## config.mk

```make
export PLATFORM = sky130hd
export DESIGN_NAME = frame_drain_reader_flat
export DESIGN_NICKNAME = d
export VERILOG_FILES = /design/src/rtl/frame_drain_reader_if.sv /design/src/rtl/frame_drain_reader.sv /design/src/flat_wrapper.sv
export SDC_FILE = /design/constraint.sdc
export NUM_CORES = 1
export LEC_CHECK = 0
export BUFFER_PORTS_ARGS = -buffer_cell sky130_fd_sc_hd__buf_2
export CORE_UTILIZATION = 55
export DETAILED_ROUTE_END_ITERATION = 16
export GPL_ROUTABILITY_DRIVEN = 0
export MAX_ROUTING_LAYER = met4
export PLACE_DENSITY = 0.82
export SLEW_MARGIN = 15
export SYNTH_ARGS = -nofsm -noshare
export SYNTH_HDL_FRONTEND = slang
export SYNTH_SLANG_ARGS = --single-unit
```

## constraint.sdc

```tcl
create_clock -name clk_i -period 13 [get_ports clk_i]
set_clock_uncertainty 0.05 [all_clocks]
set_input_delay 3.25 -clock clk_i [delete_from_list [all_inputs] [get_ports clk_i]]
set_output_delay 3.25 -clock clk_i [all_outputs]
set_load 0.02 [all_outputs]
```

## src/rtl/frame_drain_reader_if.sv

```systemverilog
// Read-side (producer -> block) and downstream (block -> sink) valid/ready bundle.
// The slave view belongs to the drain reader; the master view drives it from outside.
interface frame_drain_reader_if #(
  parameter int WIDTH = 32
) ();
  logic [WIDTH-1:0] rd_data_i;
  logic             rd_valid_i;
  logic             rd_ready_o;
  logic [WIDTH-1:0] m_data_o;
  logic             m_valid_o;
  logic             m_last_o;
  logic             m_ready_i;

  modport slave (
    input  rd_data_i, rd_valid_i, m_ready_i,
    output rd_ready_o, m_data_o, m_valid_o, m_last_o
  );

  modport master (
    output rd_data_i, rd_valid_i, m_ready_i,
    input  rd_ready_o, m_data_o, m_valid_o, m_last_o
  );
endinterface

```

## src/rtl/frame_drain_reader.sv

```systemverilog
// Drains one DEPTH-sample frame per buffer_ready pulse through a single output register, with frame sum/peak.
// Accept n -> m_valid n+1; last downstream handshake k -> frame_done k+1; rd_ready drops while the output is stalled.
module frame_drain_reader #(
  parameter int WIDTH      = 32,
  parameter int DEPTH      = 16,
  parameter int ADDR_WIDTH = $clog2(DEPTH),
  parameter int ACC_WIDTH  = WIDTH + ADDR_WIDTH
) (
  input  logic                        clk_i,
  input  logic                        rst_i,
  input  logic                        buffer_ready_i,
  input  logic                        buffer_overflow_i,
  frame_drain_reader_if.slave         bus,
  output logic signed [ACC_WIDTH-1:0] frame_sum_o,
  output logic [WIDTH-1:0]            frame_peak_o,
  output logic                        frame_done_o,
  output logic [15:0]                 frame_count_o,
  output logic                        overrun_o,
  output logic                        overflow_o
);

  typedef enum logic [1:0] {IDLE, DRAIN, FLUSH, DONE} state_t;

  localparam logic [ADDR_WIDTH-1:0] LAST_IDX = ADDR_WIDTH'(DEPTH - 1);

  state_t                        r_state;
  state_t                        w_state_nxt;
  logic [ADDR_WIDTH-1:0]         r_count;
  logic signed [ACC_WIDTH-1:0]   r_acc;
  logic [WIDTH-1:0]              r_peak;
  logic [WIDTH-1:0]              r_m_data;
  logic                          r_m_valid;
  logic                          r_m_last;
  logic signed [ACC_WIDTH-1:0]   r_frame_sum;
  logic [WIDTH-1:0]              r_frame_peak;
  logic [15:0]                   r_frame_count;
  logic                          r_overrun;
  logic                          r_overflow;

  logic                          w_rd_ready;
  logic                          w_accept;
  logic                          w_m_hs;
  logic                          w_frame_start;
  logic                          w_done_entry;
  logic [WIDTH-1:0]              w_abs;
  logic signed [ACC_WIDTH-1:0]   w_sample_ext;

  always_comb begin
    w_state_nxt = r_state;
    w_rd_ready  = 1'b0;
    case (r_state)
      IDLE: begin
        if (buffer_ready_i) w_state_nxt = DRAIN;
      end
      DRAIN: begin
        w_rd_ready = !r_m_valid || bus.m_ready_i;
        if (w_rd_ready && bus.rd_valid_i && (r_count == LAST_IDX)) w_state_nxt = FLUSH;
      end
      FLUSH: begin
        if (!r_m_valid || bus.m_ready_i) w_state_nxt = DONE;
      end
      DONE: begin
        w_state_nxt = buffer_ready_i ? DRAIN : IDLE;
      end
      default: w_state_nxt = IDLE;
    endcase
  end

  assign w_accept      = w_rd_ready && bus.rd_valid_i;
  assign w_m_hs        = r_m_valid && bus.m_ready_i;
  assign w_frame_start = (w_state_nxt == DRAIN) && (r_state != DRAIN);
  assign w_done_entry  = (w_state_nxt == DONE) && (r_state != DONE);
  // Two's-complement negate of the most negative value yields 2^(WIDTH-1), exact as unsigned.
  assign w_abs         = bus.rd_data_i[WIDTH-1] ? (~bus.rd_data_i + WIDTH'(1)) : bus.rd_data_i;
  assign w_sample_ext  = ACC_WIDTH'($signed(bus.rd_data_i));

  always_ff @(posedge clk_i) begin
    if (rst_i) begin
      r_state       <= IDLE;
      r_count       <= '0;
      r_acc         <= '0;
      r_peak        <= '0;
      r_m_data      <= '0;
      r_m_valid     <= 1'b0;
      r_m_last      <= 1'b0;
      r_frame_sum   <= '0;
      r_frame_peak  <= '0;
      r_frame_count <= '0;
      r_overrun     <= 1'b0;
      r_overflow    <= 1'b0;
    end else begin
      r_state <= w_state_nxt;

      if (w_frame_start) begin
        r_count <= '0;
        r_acc   <= '0;
        r_peak  <= '0;
      end else if (w_accept) begin
        r_count <= r_count + 1'b1;
        r_acc   <= r_acc + w_sample_ext;
        if (w_abs > r_peak) r_peak <= w_abs;
      end

      if (w_accept) begin
        r_m_data  <= bus.rd_data_i;
        r_m_valid <= 1'b1;
        r_m_last  <= (r_count == LAST_IDX);
      end else if (w_m_hs) begin
        r_m_valid <= 1'b0;
        r_m_last  <= 1'b0;
      end

      if (w_done_entry) begin
        r_frame_sum   <= r_acc;
        r_frame_peak  <= r_peak;
        r_frame_count <= r_frame_count + 16'd1;
      end

      // A start request mid-frame is flagged and dropped, never queued.
      if (buffer_ready_i && ((r_state == DRAIN) || (r_state == FLUSH))) r_overrun <= 1'b1;
      if (buffer_overflow_i) r_overflow <= 1'b1;
    end
  end

  assign bus.rd_ready_o = w_rd_ready;
  assign bus.m_data_o   = r_m_data;
  assign bus.m_valid_o  = r_m_valid;
  assign bus.m_last_o   = r_m_last;
  assign frame_sum_o    = r_frame_sum;
  assign frame_peak_o   = r_frame_peak;
  assign frame_done_o   = (r_state == DONE);
  assign frame_count_o  = r_frame_count;
  assign overrun_o      = r_overrun;
  assign overflow_o     = r_overflow;

endmodule

```

## src/flat_wrapper.sv

```systemverilog
// flat-port wrapper written by rule: the top's interface ports become plain ports
module frame_drain_reader_flat 
#(
  parameter int WIDTH      = 32,
  parameter int DEPTH      = 16,
  parameter int ADDR_WIDTH = $clog2(DEPTH),
  parameter int ACC_WIDTH  = WIDTH + ADDR_WIDTH
)
  (clk_i, rst_i, buffer_ready_i, buffer_overflow_i, frame_sum_o, frame_peak_o, frame_done_o, frame_count_o, overrun_o, overflow_o, bus_rd_data_i, bus_rd_valid_i, bus_m_ready_i, bus_rd_ready_o, bus_m_data_o, bus_m_valid_o, bus_m_last_o);
  frame_drain_reader_if #(.WIDTH(WIDTH)) bus_i ();
  input  logic clk_i;
  input  logic rst_i;
  input  logic buffer_ready_i;
  input  logic buffer_overflow_i;
  output logic signed [ACC_WIDTH-1:0] frame_sum_o;
  output logic [WIDTH-1:0] frame_peak_o;
  output logic frame_done_o;
  output logic [15:0] frame_count_o;
  output logic overrun_o;
  output logic overflow_o;
  input wire logic [$bits(bus_i.rd_data_i)-1:0] bus_rd_data_i;
  input wire logic [$bits(bus_i.rd_valid_i)-1:0] bus_rd_valid_i;
  input wire logic [$bits(bus_i.m_ready_i)-1:0] bus_m_ready_i;
  output wire logic [$bits(bus_i.rd_ready_o)-1:0] bus_rd_ready_o;
  output wire logic [$bits(bus_i.m_data_o)-1:0] bus_m_data_o;
  output wire logic [$bits(bus_i.m_valid_o)-1:0] bus_m_valid_o;
  output wire logic [$bits(bus_i.m_last_o)-1:0] bus_m_last_o;
  assign bus_i.rd_data_i = bus_rd_data_i;
  assign bus_i.rd_valid_i = bus_rd_valid_i;
  assign bus_i.m_ready_i = bus_m_ready_i;
  assign bus_rd_ready_o = bus_i.rd_ready_o;
  assign bus_m_data_o = bus_i.m_data_o;
  assign bus_m_valid_o = bus_i.m_valid_o;
  assign bus_m_last_o = bus_i.m_last_o;
  frame_drain_reader #(.WIDTH(WIDTH), .DEPTH(DEPTH), .ADDR_WIDTH(ADDR_WIDTH), .ACC_WIDTH(ACC_WIDTH)) u_core (.clk_i(clk_i), .rst_i(rst_i), .buffer_ready_i(buffer_ready_i), .buffer_overflow_i(buffer_overflow_i), .bus(bus_i), .frame_sum_o(frame_sum_o), .frame_peak_o(frame_peak_o), .frame_done_o(frame_done_o), .frame_count_o(frame_count_o), .overrun_o(overrun_o), .overflow_o(overflow_o));
endmodule
```

# After elaboration in Yosys (flattened, before gate mapping)
# Cells that the tools add are included.
totals:
  reg_bits: 194
  latchBits: 0
  n_memories: 0
  romBits: 0
  mem_bits_rw: 0
op_classes:
  addsub: 4
  n_lt_le_gt_ge: 1
  bitwise_logic: 1
  div: 0
  n_shift: 0
  n_reduce_logical: 14
  n_eq_ne: 8
  mul: 0
  muxes: 10
op_table:
  columns: ["cell", "n"]
  rows:
  - ["$add 36x32->36", 1]
  - ["$add 32x1->32 const B", 1]
  - ["$gt 32x32->1", 1]
  - ["$mux 32", 1]
  - ["$not 32->32", 1]
  - ["$add 16x1->16 const B", 1]
  - ["$pmux 2 s4", 1]
  - ["$logic_and 1x1->1", 7]
  - ["$eq 2x2->1 const B", 3]
  - ["$mux 2", 3]
  - ["$mux 1", 5]
  - ["$add 4x1->4 const B", 1]
  - ["$eq 2x1->1 const B", 2]
  - ["$eq 4x4->1 const B", 1]
  - ["$logic_not 2->1", 1]
  - ["$logic_or 1x1->1", 2]
  - ["$ne 2x1->1 const B", 1]
  - ["$ne 2x2->1 const B", 1]
  - ["$reduce_and 2->1", 1]
  - ["$reduce_bool 2->1", 1]
  - ["$reduce_or 2->1", 1]
  - ["$logic_not 1->1", 1]

# Longest topological paths before layout
# Gate-level depths: netlist (run 1).
depth:
  depth_word: 9
  ltp_mapped: 17
  ltp_nobuf: 16

# Worst setup path after synthesis (run 1)
# No wires, ideal clock.
synth_timing:
  path_type: "in2reg"
  startpoint: "in bus_rd_data_i[10]"
  endpoint: "reg u_core.r_peak[0]"
  stages: 16
  setup_ns: 0.128
  path_slack_ns: 5.708
  arrival_ns: 7.114
  cell_sequence: "or4_4 nor4_4 or4b_4 nor3_4 nand3_4 o31ai_4 xnor2_1 ha_1 nand4_1 or3_1 nor2_1 o21ai_0 a21boi_1 clkbuf_1 mux2i_1 nor2_1"
synth_between:
  elab_chain_len: 5
synth_lines:
  columns: ["element", "line", "source"]
  rows:
  - ["from (decl)", "flat_wrapper.sv:21", "input wire logic [$bits(bus_i.rd_data_i)-1:0] bus_rd_data_i;"]
  - ["$not 32->32", "frame_drain_reader.sv:74", "assign w_abs = bus.rd_data_i[WIDTH-1] ? (~bus.rd_data_i + WIDTH'(1)) : bus.rd_data_i;"]
  - ["$add 32x1->32", "frame_drain_reader.sv:74", null]
  - ["$mux 32", "frame_drain_reader.sv:74", null]
  - ["named net u_core.w_abs[26]", "frame_drain_reader.sv:45", "logic [WIDTH-1:0] w_abs;"]
  - ["$gt 32x32->1", "frame_drain_reader.sv:101", "if (w_abs > r_peak) r_peak <= w_abs;"]
  - ["$reduce_and 2->1 (no source line)", null, null]
  - ["to (signal assigned)", "frame_drain_reader.sv:101", null]
  - ["to (decl)", "frame_drain_reader.sv:30", "logic [WIDTH-1:0] r_peak;"]
# The timed path passes the listed nets, and every way through them passes these cells.
# A chain may end at the register's enable or synchronous reset.

# Worst setup path after layout (run 1)
layout_timing:
  startpoint: "in bus_rd_data_i[2]"
  endpoint: "reg u_core.r_peak[10]"
# The elaborated chain is that of the path after synthesis.

==> results of run 1 <==
per-stage QoR:
step	utilization [%]	area, um^2
after floorplan	-	10200
after global placement	61.8	11200
after detailed placement	61.8	11200
after CTS	65.2	11800
after global routing	65.2	11800
final	65.2	11800
critical path, stage by stage:
cell and delay, ps:
buf_2 150, nor4_1 450, or3b_2 550, or3_1 390, nor2_1 150, nand2_1 160
o21ai_0 220, xnor2_1 130, ha_1 310, nand4_1 110, or3_1 370, nor2_1 130
o21ai_0 160, a21boi_4 430, buf_4 440, mux2i_1 260, nor2_1 60
final timing paths:
| check | startpoint | endpoint | depth (start not counted) |
|---|---|---|---|
| setup reg to reg | u_core.r_acc[0] | u_core.r_acc[32] | 12 |
| hold reg to reg | u_core.frame_sum_o[6] | u_core.frame_sum_o[6] | 2 |
| setup / recovery | bus_rd_data_i[2] | u_core.r_peak[10] | 17 |
| hold / removal | u_core.frame_sum_o[6] | u_core.frame_sum_o[6] | 2 |
layout by cell type (no fill, tap or decap), types with 5 or more instances in the layout:
| cell type | instances |
|---|---|
| a21o_1 | 26 |
| and4_1 | 5 |
| dfxtp_1 | 194 |
| a31oi_1 | 6 |
| ha_1 | 74 |
| nand4_1 | 16 |
| o21ai_0 | 50 |
| o31ai_1 | 9 |
| nor2_1 | 89 |
| a211oi_1 | 9 |
| or3_1 | 17 |
| o21a_1 | 7 |
| nor2b_1 | 10 |
| xor2_1 | 21 |
| clkbuf_16 | 17 |
| buf_2 | 158 |
| nand2_1 | 279 |
| and3_1 | 8 |
| inv_1 | 51 |
| a21oi_1 | 184 |
| nor3_1 | 10 |
| buf_4 | 9 |
| mux2i_1 | 33 |
| nand2b_1 | 8 |
| xnor2_1 | 40 |
| nand3_1 | 21 |
registers in the layout, indices dropped and copies added, names as in the netlist:
| name | count |
|---|---|
| u_core.frame_count_o | 16 |
| u_core.r_peak | 32 |
| u_core.bus.m_last_o | 1 |
| u_core.r_acc | 36 |
| u_core.overflow_o | 1 |
| u_core.frame_sum_o | 36 |
| u_core.r_state | 2 |
| u_core.overrun_o | 1 |
| u_core.bus.m_data_o | 32 |
| u_core.r_count | 4 |
| u_core.frame_peak_o | 32 |
| u_core.bus.m_valid_o | 1 |
metal layers:
layer | global-route usage [%] | part of all wire (%) | vias to the layer above
li1 | - | - | 4699
met1 | 37.6 | 45 | 4395
met2 | 45.7 | 45 | 306
met3 | 4.36 | 6.2 | 75
met4 | 13.4 | 3.7 | 0
met5 | - | 0 | -
final cells by class:
cell class                 count  area, um^2
multi-input combinational    988        5960
sequential                   194        3880
fill                        1519        6290
clock inverter                 9         156
inverter                      51         191
tap                          229         287
timing repair buffer         167         858
clock buffer                  21         460
logic make-up after synthesis:
logic type / synth area share, %
buf+inv: 4.19
fa+ha+maj: 9.23
flops: 37.9
compound gates: 18.9
mux: 3.22
simple gates: 21.4
xor+xnor: 5.21
power by group:
group	switching [mW]	total [mW]	internal (mW)	leakage (nW)
Clock	0.223	0.553	0.330	0.291
Sequential	0.00894	0.615	0.606	1.57
Combinational	0.117	0.184	0.0671	2.96
==> results.txt, run 1 <==
----------------------------------------------------
[Outcome]
  Result of the run ... finished, violations left
  Failing checks ... design-rule violations

[STA]
  Hold Violations, Final ... 0
  Max-slew violation total from the final report ... 0
  Slew at the pin closest to its max-slew limit ... roughly 890 ps
  Final critical delay including setup and external delays ... approximately 7500 ps
  Slew margin rel. ... about 40%
  Share of the cycle needed by the critical path after routing ... 57.8%
  Worst setup slack after layout ... approximately 5500 ps
  Number of failing setup endpoints in the final timing report ... 0
  RSZ-0062 raised after global routing ... false
  Min Hold Slack ... around 400 ps
  Total negative setup slack ... 0 ps
  Fmax ... about 0.13 GHz

[Die]
  Area of the die ... roughly 19000 um^2
  Initial core utilization ... around 57%
  Top-Level Pins ... 160
  Die Y ... 138 um
  Die X-Extent ... roughly 140 um
  Placeable core region ... roughly 18000 um^2
  Row Count ... 49

[Global routing]
  Maximum number of pins on one net before global-route repair ... 86
  Number of global-route vias before repair ... just under 9000
  Leftover overflow at the end of global routing ... 0
  First-pass GRT wire length ... roughly 44000 um
  Antenna violations before repair ... 0
  Global Route Usage Sum ... 29.3%

[Clocking]
  Clock sinks ... between 150 and 200
  Number of resized instances in the post-cts repair step ... 0
  CTS clock-pin slew for the worst setup and hold paths ... approximately 60 ps
  H-tree depth ... 4
  Clk_lat worst skew ... 430 ps
  Setup bufs post-CTS ... 0
  TritonCTS buffer count ... 17
  CTS Hold Buffers Added ... 0
  Maximum count of clock buffers along a single path ... 2
  TritonCTS clock tree ... yes
  Clock Tree Root ... clkbuf_16

[Drt]
  Total via count in the routed design ... around 9500
  Detailed-routing iteration count for the pre-antenna-repair pass ... 12
  Mean number of vias per cell ... around 5.7
  Post-DRT Antenna Nets ... 0
  Iter 0 DRT Violations ... approximately 660
  Drc violations ... 16
  Wire per inst ... approximately 16 um
  Wire length reported by the detailed router ... 27100 um

[Power]
  Worst ir drop on vdd ... 101 uV
  Ratio of total power to cell area ... between 100 and 150 nW/um^2
  Total Power ... around 1.4 mW
  Leakage power ... 4.82 nW

[Yosys]
  Most frequent cell after synthesis ... nand2_1
  Flop and latch count out of synthesis ... roughly 190
  Share of synthesized area occupied by flip-flops and latches ... a little under two fifths
  Most used DFF post-synth ... dfxtp_1
  Synth Area per Inst ... 7.91 um^2
  Portion of synthesized cell area occupied by the leading cell type ... 37.9%
  Main area contributors after synthesis ... dfxtp_1 (38%), nand2_1 (10%), ha_1 (9.0%)
  Number of enable flip-flop cells after synthesis ... 0
  Cell count after synthesis ... between 1000 and 1500
  Total standard cell area after synthesis ... ~10000 um^2
  Library cells used by synthesis ... between 50 and 60
  Total of warnings raised by yosys ... 0
  Number of nets in the synthesized netlist ... between 1000 and 1500
  Top post-synthesis cells by count ... nand2_1 (280), dfxtp_1 (194), a21oi_1 (184)
  Synth area leader ... dfxtp_1
  Post-synth ARST share ... 0%

[Placement]
  Placed cell count ... around 1600
  Quantity of I/O buffers inserted on ports ... between 150 and 200
  DP HPWL ... about 19000 um
  Worst slack, placed ... ~5000 ps

[Setup path]
  Class of the most critical setup path ... in -> reg
  Reg2Reg Setup Slack ... about 9500 ps
  Type of destination of the critical path ... flip-flop
  Largest fanout on the critical path ... 23
  Data arrival time of the worst path ... slightly below 8000 ps
  Critical path data required time ... 13240 ps
  Startpoint class of the critical path ... primary input

[Cells and area]
  Net count reported at finish ... 1532
  Share of post-route cells with drive strength above 1 ... 15.1%
  Number of standard cells in the final layout excluding fillers ... about 1700
  Signed area change from the synthesized netlist to the final layout ... 15.1%
  Diodes inserted ... 0

[Run]
  Maximum capacitance violations ... 0

[Worst hold path]
  Class of the most critical hold timing path ... reg -> reg

----------------------------------------------------
No activity file was read; power rests on OpenSTA's default activity.
==> run 2, diff against run 1 <==
--- a/config.mk
+++ b/config.mk
@@ -5,12 +5,13 @@
 export SDC_FILE = /design/constraint.sdc
 export NUM_CORES = 1
 export LEC_CHECK = 0
+export ABC_AREA = 1
 export BUFFER_PORTS_ARGS = -buffer_cell sky130_fd_sc_hd__buf_2
 export CORE_UTILIZATION = 55
 export DETAILED_ROUTE_END_ITERATION = 16
 export GPL_ROUTABILITY_DRIVEN = 0
 export MAX_ROUTING_LAYER = met4
-export PLACE_DENSITY = 0.82
+export PLACE_DENSITY = 0.81
 export SLEW_MARGIN = 15
 export SYNTH_ARGS = -nofsm -noshare
 export SYNTH_HDL_FRONTEND = slang
==> constraint.sdc (replaced) <==
create_clock -name clk_i -period 7.5 [get_ports clk_i]
set_clock_uncertainty 0.05 [all_clocks]
set_input_delay 1.875 -clock clk_i [delete_from_list [all_inputs] [get_ports clk_i]]
set_output_delay 1.875 -clock clk_i [all_outputs]
set_load 0.02 [all_outputs]
==> results.txt, run 2 <==
----------------------------------------------------
[Die]
  Die X-Extent ... between 100 and 150 um
  Initial core utilization ... a little under three fifths
  Top-Level Pins ... 160
  Row Count ... 53
  Area of the die ... roughly 22000 um^2
  Placeable core region ... 21000 um^2
  Die Y ... ~150 um

[Setup path]
  Depth of the worst register-to-register path ... 12
  Worst path slowest cell ... buf_2
  Destination of the critical timing path ... u_core.r_peak[10]
  Type of destination of the critical path ... flip-flop
  Critical path startpoint ... bus_rd_data_i[31]
  Worst path bufs/invs ... 3
  Stage delay of the slowest cell on the critical path ... between 500 and 600 ps
  CP Depth ... 17
  Worst reg2reg startpoint ... u_core.r_state[1]
  Data arrival time of the worst path ... ~5400 ps
  Class of the most critical setup path ... in -> reg
  Largest fanout on the critical path ... 41
  Startpoint class of the critical path ... primary input
  Crit-path most repeated cell ... nand2_1
  Reg2Reg Setup Slack ... between 4000 and 5000 ps
  Cell breakdown of the critical path ... buf_2, clkinv_1, nor2_1, xor2_1, ha_1, nand2_1, nor2_1, nand2_1, nand2_1, nand2_1, nand2_1, nand2_1, nand2_1, buf_4, nand3b_1, nand2_1, nor2_1
  Critical path data required time ... 7770 ps
  Delay-heaviest family, CP ... simple AND/OR/NAND/NOR gates
  Reg2Reg Capture Point ... u_core.r_acc[5]

[Clocking]
  Clk_lat worst skew ... between 400 and 500 ps
  Clock Tree Root ... clkbuf_16
  Clock sinks ... 194
  CTS Hold Buffers Added ... 0
  CTS clock-pin slew for the worst setup and hold paths ... ~70 ps
  TritonCTS buffer count ... 17
  Number of resized instances in the post-cts repair step ... 0
  Setup bufs post-CTS ... 0
  TritonCTS clock tree ... yes
  Maximum count of clock buffers along a single path ... 2
  H-tree depth ... 4

[Run]
  Maximum capacitance violations ... 0

[Placement]
  Dpl cell area ... about 13000 um^2
  Quantity of I/O buffers inserted on ports ... roughly 160
  DP HPWL ... 23900 um

[Power]
  Leakage power ... 6.40 nW
  Ratio of total power to cell area ... between 150 and 200 nW/um^2
  Worst ir drop on vdd ... between 150 and 200 uV

[STA]
  Total negative setup slack ... 0 ps
  Slew margin rel. ... 29.7%
  Slew at the pin closest to its max-slew limit ... 1050 ps
  Hold Violations, Final ... 0
  Fmax ... approximately 0.19 GHz
  Share of the cycle needed by the critical path after routing ... between 60% and 70%
  Number of failing setup endpoints in the final timing report ... 0
  RSZ-0062 raised after global routing ... false
  Final critical delay including setup and external delays ... 5170 ps
  Max-slew violation total from the final report ... 0

[Outcome]
  Result of the run ... finished clean

[Yosys]
  Synth Area per Inst ... 6.39 um^2
  Portion of synthesized cell area occupied by the leading cell type ... about 33%
  Total of warnings raised by yosys ... 0
  Most used DFF post-synth ... dfxtp_1
  Library cells used by synthesis ... 36
  Cell count after synthesis ... 1849
  Main area contributors after synthesis ... dfxtp_1 (33%), nand2_1 (14%), nor2_1 (11%)
  Post-synth ARST share ... 0%
  Flop and latch count out of synthesis ... 194
  Top post-synthesis cells by count ... nand2_1 (448), nor2_1 (334), inv_1 (209)
  Share of synthesized area occupied by flip-flops and latches ... 32.9%
  Most frequent cell after synthesis ... nand2_1
  Number of nets in the synthesized netlist ... around 2000
  Synth area leader ... dfxtp_1
  Total standard cell area after synthesis ... between 10000 and 15000 um^2
  Number of enable flip-flop cells after synthesis ... 0

[Cells and area]
  Commonest cells after routing, fill and taps aside ... nand2_1 (448), nor2_1 (333), inv_1 (208)
  Filler cells ... just under 2000
  Commonest non-fill, non-tap cell in the layout ... nand2_1
  Signed area change from the synthesized netlist to the final layout ... 11.8%
  Diodes inserted ... 0
  Net count reported at finish ... ~2100
  Share of post-route cells with drive strength above 1 ... between 10% and 20%
  Final non-filler cell area ... 13200 um^2

[Drt]
  Detailed-routing iteration count for the pre-antenna-repair pass ... 5
  Total via count in the routed design ... between 10000 and 15000
  Wire length reported by the detailed router ... between 30000 and 40000 um
  Iter 0 DRT Violations ... ~900
  Mean number of vias per cell ... between 5 and 6
  Wire per inst ... between 10 and 15 um
  Drc violations ... 0
  Post-DRT Antenna Nets ... 0

[Global routing]
  Global Route Usage Sum ... roughly 30%
  Number of global-route vias before repair ... approximately 11000
  First-pass GRT wire length ... 52100 um
  Leftover overflow at the end of global routing ... 0
  Maximum number of pins on one net before global-route repair ... a little over 100
  Antenna violations before repair ... 0

[Worst hold path]
  Class of the most critical hold timing path ... reg -> reg

----------------------------------------------------
## run 2: cell count changes after synthesis, sizes merged, moves of 36 or more
cell | before | now
o21ai | 50 | 138
nand2 | 280 | 450
nand3 | 22 | 92
inv | 51 | 212
nor2 | 89 | 338
buf | 8 | 44
## run 2: routing by layer
| layer | GRT usage [%] | part of all wire (%) | vias up |
|---|---|---|---|
| met4 | 12.6 | 3.5 | 0 |
| met1 | 37.6 | 43 | 5511 |
| li1 | - | - | 6104 |
| met2 | 49.4 | 47 | 456 |
| met5 | - | 0 | - |
| met3 | 4.02 | 6.7 | 79 |
## run 2: tightest hold or removal path: cells and delay by family (launching register included)
| kind | cells | cell delay (ps) |
|---|---|---|
| flops | 1 | 310 |
| simple gates | 1 | 60 |
| compound gates | 1 | 50 |
## run 2: how the worst min path moves through the flow
stage	from	to	slack (ps)	cells after the start
2_1_floorplan	u_core.r_acc[4]	u_core.r_acc[4]	400	2
3_3_place_gp	u_core.overflow_o	u_core.overflow_o	390	2
3_5_place_dp	u_core.overrun_o	u_core.overrun_o	400	2
4_1_cts	u_core.bus.m_data_o[7]	u_core.bus.m_data_o[7]	410	2
5_1_grt	u_core.bus.m_data_o[8]	u_core.bus.m_data_o[8]	430	2
6_report	u_core.bus.m_data_o[4]	u_core.bus.m_data_o[4]	410	2
## run 2: logic make-up (layout without fill, tap and decap cells)
| family | Yosys count | count (layout) | synth area share, % |
|---|---|---|---|
| simple gates | 952 | 952 | 33.0 |
| compound gates | 299 | 299 | 12.9 |
| buf+inv | 283 | 413 | 9.89 |
| flops | 194 | 194 | 32.9 |
| fa+ha+maj | 75 | 75 | 8.00 |
| xor+xnor | 46 | 46 | 3.41 |
## run 2: cell type report
class | instances | area, um^2 | share of cell area, %
multi-input cells | 1372 | 6780 | 51.3
flip-flops and latches | 194 | 3880 | 29.4
repair buffers | 169 | 871 | 6.59
inverters | 213 | 800 | 6.05
clock buffers | 19 | 433 | 3.28
well taps | 275 | 344 | 2.60
clock inverters | 12 | 108 | 0.814
## run 2: stage by stage
step	utilization [%]	setup slack [ps]	instances	total power, mW	hold WS (ps)
floorplan	-	3040	1849	1.44	405
global placement	60.3	2140	2223	1.55	393
detailed placement	60.3	2010	2223	1.56	400
CTS	62.9	2420	2254	2.42	413
global route	62.9	2010	2254	2.53	431
finish	62.9	2330	2254	2.42	413
## run 2: power by group
part	internal [mW]	switching, mW	total (mW)
registers	1.06	0.0227	1.08
clock network	0.458	0.406	0.864
logic	0.154	0.314	0.468
total	1.67	0.743	2.42
